File: src/rtl/id_exe_pipe_reg.sv
// id_exe_pipe_reg
// ID-to-EXE pipeline register with load-use bubble insertion, busy hold and
// flush clear. The registered write fields feed the GPR bypass next cycle.
//
// Ports:
//   i_clk, i_rst_n            clock, synchronous active-low reset
//   i_ID_*                    instruction fields leaving ID
//   i_ID_data_related_confict load-use conflict from the GPR bypass
//   i_EXE_busy                multi-cycle EXE unit not done
//   i_flush                   redirect from EXE
//   o_EXE_*                   registered copies of the ID fields
//   o_ID_stall                combinational hold request to IF and IF/ID
//   o_bubble_cnt, o_hold_cnt  saturating event counters
//   o_err                     sticky double-bubble error
//
// state  | meaning
// RUN    | last cycle loaded ID fields or a flush bubble
// HOLD   | last cycle held EXE fields for a busy EXE unit
// BUBBLE | last cycle inserted a load-use bubble
//
// The state machine only tracks history for the double-bubble check; it never
// changes the datapath priority.
module id_exe_pipe_reg #(
   parameter int ALU_OP_W = 5,
   parameter int CNT_W    = 16
) (
   input  logic                i_clk,
   input  logic                i_rst_n,
   input  logic                i_ID_valid,
   input  logic [31:0]         i_ID_pc,
   input  logic [31:0]         i_ID_rdata1,
   input  logic [31:0]         i_ID_rdata2,
   input  logic [31:0]         i_ID_imm,
   input  logic [ALU_OP_W-1:0] i_ID_alu_op,
   input  logic                i_ID_we,
   input  logic [4:0]          i_ID_waddr,
   input  logic                i_ID_get_result_in_EXE,
   input  logic                i_ID_get_result_in_MEM,
   input  logic                i_ID_data_related_confict,
   input  logic                i_EXE_busy,
   input  logic                i_flush,
   output logic                o_EXE_valid,
   output logic [31:0]         o_EXE_pc,
   output logic [31:0]         o_EXE_rdata1,
   output logic [31:0]         o_EXE_rdata2,
   output logic [31:0]         o_EXE_imm,
   output logic [ALU_OP_W-1:0] o_EXE_alu_op,
   output logic                o_EXE_we,
   output logic [4:0]          o_EXE_waddr,
   output logic                o_EXE_get_result_in_EXE,
   output logic                o_EXE_get_result_in_MEM,
   output logic                o_ID_stall,
   output logic [CNT_W-1:0]    o_bubble_cnt,
   output logic [CNT_W-1:0]    o_hold_cnt,
   output logic                o_err
);

   localparam logic [1:0] ST_RUN    = 2'd0;
   localparam logic [1:0] ST_HOLD   = 2'd1;
   localparam logic [1:0] ST_BUBBLE = 2'd2;

   logic                valid_q, valid_d;
   logic [31:0]         pc_q, pc_d;
   logic [31:0]         rdata1_q, rdata1_d;
   logic [31:0]         rdata2_q, rdata2_d;
   logic [31:0]         imm_q, imm_d;
   logic [ALU_OP_W-1:0] alu_op_q, alu_op_d;
   logic                we_q, we_d;
   logic [4:0]          waddr_q, waddr_d;
   logic                gr_exe_q, gr_exe_d;
   logic                gr_mem_q, gr_mem_d;
   logic [1:0]          state_q, state_d;
   logic [CNT_W-1:0]    bubble_cnt_q, bubble_cnt_d;
   logic [CNT_W-1:0]    hold_cnt_q, hold_cnt_d;
   logic                err_q, err_d;

   logic conflict;
   logic load_bubble;
   logic load_id;

   assign conflict   = i_ID_data_related_confict & i_ID_valid;
   assign o_ID_stall = !i_flush & (i_EXE_busy | conflict);

   always_comb begin
      state_d      = state_q;
      bubble_cnt_d = bubble_cnt_q;
      hold_cnt_d   = hold_cnt_q;
      err_d        = err_q;
      load_bubble  = 1'b0;
      load_id      = 1'b0;

      if (i_flush) begin
         load_bubble = 1'b1;
         state_d     = ST_RUN;
      end else if (i_EXE_busy) begin
         if (hold_cnt_q != '1) hold_cnt_d = hold_cnt_q + CNT_W'(1);
         state_d = ST_HOLD;
      end else if (conflict) begin
         // After one bubble the load has moved to MEM; a second conflict
         // means the bypass is misreporting. The bubble still goes in.
         if (state_q == ST_BUBBLE) err_d = 1'b1;
         if (bubble_cnt_q != '1) bubble_cnt_d = bubble_cnt_q + CNT_W'(1);
         load_bubble = 1'b1;
         state_d     = ST_BUBBLE;
      end else begin
         load_id     = i_ID_valid;
         load_bubble = !i_ID_valid;
         state_d     = ST_RUN;
      end
   end

   always_comb begin
      valid_d  = valid_q;
      pc_d     = pc_q;
      rdata1_d = rdata1_q;
      rdata2_d = rdata2_q;
      imm_d    = imm_q;
      alu_op_d = alu_op_q;
      we_d     = we_q;
      waddr_d  = waddr_q;
      gr_exe_d = gr_exe_q;
      gr_mem_d = gr_mem_q;
      if (load_bubble) begin
         valid_d  = 1'b0;
         pc_d     = '0;
         rdata1_d = '0;
         rdata2_d = '0;
         imm_d    = '0;
         alu_op_d = '0;
         we_d     = 1'b0;
         waddr_d  = '0;
         gr_exe_d = 1'b1;
         gr_mem_d = 1'b0;
      end else if (load_id) begin
         valid_d  = 1'b1;
         pc_d     = i_ID_pc;
         rdata1_d = i_ID_rdata1;
         rdata2_d = i_ID_rdata2;
         imm_d    = i_ID_imm;
         alu_op_d = i_ID_alu_op;
         we_d     = i_ID_we;
         waddr_d  = i_ID_waddr;
         gr_exe_d = i_ID_get_result_in_EXE;
         gr_mem_d = i_ID_get_result_in_MEM;
      end
   end

   always_ff @(posedge i_clk) begin
      if (!i_rst_n) begin
         valid_q      <= 1'b0;
         pc_q         <= '0;
         rdata1_q     <= '0;
         rdata2_q     <= '0;
         imm_q        <= '0;
         alu_op_q     <= '0;
         we_q         <= 1'b0;
         waddr_q      <= '0;
         gr_exe_q     <= 1'b1;
         gr_mem_q     <= 1'b0;
         state_q      <= ST_RUN;
         bubble_cnt_q <= '0;
         hold_cnt_q   <= '0;
         err_q        <= 1'b0;
      end else begin
         valid_q      <= valid_d;
         pc_q         <= pc_d;
         rdata1_q     <= rdata1_d;
         rdata2_q     <= rdata2_d;
         imm_q        <= imm_d;
         alu_op_q     <= alu_op_d;
         we_q         <= we_d;
         waddr_q      <= waddr_d;
         gr_exe_q     <= gr_exe_d;
         gr_mem_q     <= gr_mem_d;
         state_q      <= state_d;
         bubble_cnt_q <= bubble_cnt_d;
         hold_cnt_q   <= hold_cnt_d;
         err_q        <= err_d;
      end
   end

   assign o_EXE_valid             = valid_q;
   assign o_EXE_pc                = pc_q;
   assign o_EXE_rdata1            = rdata1_q;
   assign o_EXE_rdata2            = rdata2_q;
   assign o_EXE_imm               = imm_q;
   assign o_EXE_alu_op            = alu_op_q;
   assign o_EXE_we                = we_q;
   assign o_EXE_waddr             = waddr_q;
   assign o_EXE_get_result_in_EXE = gr_exe_q;
   assign o_EXE_get_result_in_MEM = gr_mem_q;
   assign o_bubble_cnt            = bubble_cnt_q;
   assign o_hold_cnt              = hold_cnt_q;
   assign o_err                   = err_q;

endmodule

File: config.mk
export PLATFORM = sky130hd
export DESIGN_NAME = id_exe_pipe_reg
export DESIGN_NICKNAME = d
export VERILOG_FILES = /design/src/rtl/id_exe_pipe_reg.sv
export SDC_FILE = /design/constraint.sdc
export NUM_CORES = 1
export LEC_CHECK = 0
export CAP_MARGIN = 30
export CORE_MARGIN = 4
export CORE_UTILIZATION = 40
export CTS_CLUSTER_DIAMETER = 30
export CTS_CLUSTER_SIZE = 16
export DETAILED_ROUTE_END_ITERATION = 12
export DONT_BUFFER_PORTS = 1
export GPL_ROUTABILITY_DRIVEN = 0
export GPL_TIMING_DRIVEN = 1
export SLEW_MARGIN = 30
export SYNTH_ARGS = -nofsm -noshare
export SYNTH_HDL_FRONTEND = slang
export SYNTH_SLANG_ARGS = --single-unit
File: constraint.sdc
create_clock -name i_clk -period 2.1 [get_ports i_clk]
set_input_delay 0.42 -clock i_clk [delete_from_list [all_inputs] [get_ports i_clk]]
set_output_delay 0.42 -clock i_clk [all_outputs]
set_load 0.05 [all_outputs]
==> flow_summary_export.csv <==
group,metric,value,unit
timing,rsz0062_at_grt,"no",
logic_synthesis,syn_inst,831,
clock_tree,cts-root-buf,"clkbuf_16",
detailed_routing,ant_nets,0,
critical_path,crit_slowest_cell,"or4_1",
timing,max_clock_freq,547,MHz
timing,finalSetupViolations,0,
timing,hold_slack,0.130,ns
final_layout,areaGrowthSynthToFinish,15.1,%
timing,maxSlewViolCount,0,
pwr,leakage,2.38,nW
pwr,total_power,6.49,mW
critical_path,cp_max_fo,9,
pwr,p_switching,1.52,mW
place,numPortBuffers,0,
logic_synthesis,netlist.area_leader.share,53.7,%
critical_path,rr_endpoint,"o_hold_cnt[8]",
timing,setup_ws,0.271,ns
detailed_routing,routed-wl-met2,8950,um
logic_synthesis,syn_nets,980,
pwr,seqPwrFrac,52.9,%
final_layout,fin_area,7600,sq um
timing,worst_pin_slew,0.781,ns
die,io_pins,323,
timing,finalCritPeriodShare,87.1,%
logic_synthesis,yosysTopAreaCell,"dfxtp_1",
clock_tree,cts-htree-levels,4,
pwr,p_int,4.97,mW
final_layout,drive_gt1_share,11.2,%
grt,grt_pass1_wl,28000,um
detailed_routing,wl_per_cell,17.4,um
place,placed_area,7080,sq um
pwr,ir_drop,549,uV
clock_tree,cts-buffers-inserted,17,
clock_tree,cts_buffer_depth,2,
grt,grt_use_total,19.0,%
detailed_routing,drt_first_pass_iters,4,
pwr,pwr-share-clk,44.1,%
final_layout,seq_area,3550,sq um
min_path,min_path_cells,1,
detailed_routing,drt_wl_total,18600,um
critical_path,path_class,"reg -> reg",
die,fp.dieW,136,um
timing,max_slew_margin,47.9,%
critical_path,startpoint_type,"flop",
critical_path,worstPathRequired,2.45,ns
pwr,swShare,23.4,%
logic_synthesis,ys_seq_area_share,53.7,%
detailed_routing,drtIter0Drc,281,
detailed_routing,highest_layer,"met4",
min_path,min_path_type,"in -> reg",
final_layout,stdcell_count,1070,
logic_synthesis,yosysWarnings,0,
logic_synthesis,syn_area,6600,sq um
clock_tree,cts_tree,"yes",
critical_path,end_kind,"flop",
status,status,"completed",
clock_tree,clk_pin_slew,0.06,ns
die,fp.dieArea,18600,sq um
place,placed_cells,1039,
clock_tree,post_cts_buffers,0,
critical_path,slowest_delay,0.54,ns
grt,first_global_vias,5190,
clock_tree,cts_hold_buf,0,
timing,fin_crit,1.83,ns
logic_synthesis,synthTopCellsByArea,"dfxtp_1, nand2_1, a21oi_1, clkbuf_1, o31ai_1",
pwr,p_per_area,854,nW/um^2
detailed_routing,drt-met1-wl,7130,um
final_layout,nFillCells,1592,
timing,fin_worst_skew,0.0139,ns
place,place_ws,0.252,ns
die,fp.coreArea,16100,sq um
place,dp_hpwl,13300,um
detailed_routing,met3_length,2200,um
clock_tree,worstSkewPairLatency,0.41,ns
logic_synthesis,ys_seq_elements,177,
pwr,pwr-share-comb,3.0,%
critical_path,path_cells,"ha_1, nand3_1, or3_1, or4_1, a21oi_1",
logic_synthesis,synth_cell_types,41,
timing,timing.setup.tns,0,ns
clock_tree,ctsResizeCount,0,
die,rows,46,
logic_synthesis,synth.avg_cell_area,7.95,sq um
grt,grt_max_degree,143,
die,initial_utilization,41.1,%
final_layout,nNetsFinal,991,
min_path,min_from,"i_rst_n",
final_layout,finish.utilization,47.3,%
min_path,min_to,"o_hold_cnt[9]",
critical_path,r2r_setup_slack,0.27,ns
final_layout,multi_input_area,2830,sq um
final_layout,insertedDiodeCount,0,
detailed_routing,via_per_inst,5.25,
clock_tree,cts_sinks,177,
detailed_routing,drc,0,
grt,grt.overflow.total,0,
detailed_routing,via_count,5621,
critical_path,r2r_start,"o_hold_cnt[0]",
job,drv_cap,0,
critical_path,cp_data_arrival_time,2.18,ns
critical_path,ff2ff_path_depth,5,
timing,finalHoldViolations,0,
grt,antenna_found_initial,0,
die,die_y,136,um
## layout by cell type (no fill, tap or decap), drive strengths merged, types with 2 or more instances in the layout
master and instances:
o21ai 11, clkinv 6, or3 12, buf 48
or2 5, nand3 10, clkbuf 19, and4 2
ha 2, and2 2, or4 13, nand2 299
inv 11, dfxtp 177, nor4 9, nor3 2
o31ai 13, mux2i 5, nand2b 6, a21oi 163
nand3b 2, nor2 14, nand4 8, clkinvlp 2
## flip-flops by register name, indices dropped and copies added, names as in the netlist
name and cells:
o_EXE_valid 1, o_EXE_waddr 5, o_EXE_get_result_in_MEM 1, o_EXE_rdata2 32, o_EXE_rdata1 32, o_EXE_alu_op 5
state_q 2, o_hold_cnt 16, o_EXE_pc 32, o_EXE_imm 32, o_EXE_get_result_in_EXE 1, o_EXE_we 1
o_bubble_cnt 16, o_err 1
## power by group through the flow
stage / sequential, mW / combinational [mW] / clock [mW]
after floorplan: 3.52 / 0.135 / 0
after global routing: 3.44 / 0.216 / 3.11
after detailed placement: 3.51 / 0.194 / 0
final: 3.44 / 0.192 / 2.87
after global placement: 3.51 / 0.194 / 0
after CTS: 3.44 / 0.195 / 2.96
## synth_stat cells
master / number
nor4_1: 7
a21oi_1: 163
and4_1: 2
o311a_1: 1
o21ai_0: 10
nand4_2: 1
inv_2: 1
o31a_1: 1
nand4bb_4: 1
nand3_1: 10
nor2b_1: 1
or2_2: 4
and2_1: 2
o21bai_1: 1
nor2_1: 14
nor4b_1: 1
and3_1: 1
buf_1: 3
nor4_2: 2
inv_1: 6
a31oi_1: 1
nand2_1: 299
o21ai_1: 1
nor3_1: 2
or3b_2: 1
buf_2: 5
or3_1: 12
o311ai_0: 1
nand4_1: 7
nand3b_1: 2
mux2i_1: 5
nand2b_1: 6
dfxtp_1: 177
o21a_1: 1
or4_1: 13
and4bb_2: 1
or2_1: 1
clkbuf_1: 48
ha_1: 2
o31ai_1: 13
o41ai_1: 1
## logic make-up after synthesis
family | synth area share, %
AOI/OAI and AO/OA | 15.5
buffers and inverters | 3.68
and+or+nand+nor | 26.0
adders and majority gates | 0.379
muxes | 0.758
DFF | 53.7
## worst max path at each step
stage                     depth (start not counted)             end  slack [ns]           from
after floorplan                                   5   o_hold_cnt[8]        0.04  o_hold_cnt[2]
after global placement                            4  o_hold_cnt[15]        0.26        i_flush
after detailed placement                          4  o_hold_cnt[15]        0.25        i_flush
after CTS                                         5   o_hold_cnt[8]        0.26  o_hold_cnt[0]
after global routing                              5   o_hold_cnt[8]        0.16  o_hold_cnt[1]
final                                             5   o_hold_cnt[8]        0.27  o_hold_cnt[0]
## metal layers
layer	vias to the layer above	global-route usage (%)
li1	2809	-
met2	245	30.3
met3	25	9.23
met1	2542	22.2
met5	-	0
met4	0	7.22
## area by class of cell
| cell class | instances | share of cell area [%] |
|---|---|---|
| clock buffers | 19 | 5.83 |
| clock inverters | 12 | 1.10 |
| inverters | 7 | 0.346 |
| multi-input cells | 591 | 37.3 |
| flip-flops and latches | 177 | 46.7 |
| well taps | 216 | 3.55 |
| repair buffers | 48 | 5.23 |
## critical path: cells and delay by family, from the launching register on
family,cells,cell delay [ns]
compound gates,1,0.15
flops,1,0.32
simple gates,3,1.14
fa+ha+maj,1,0.18
Power figures use the tool's default switching activity.
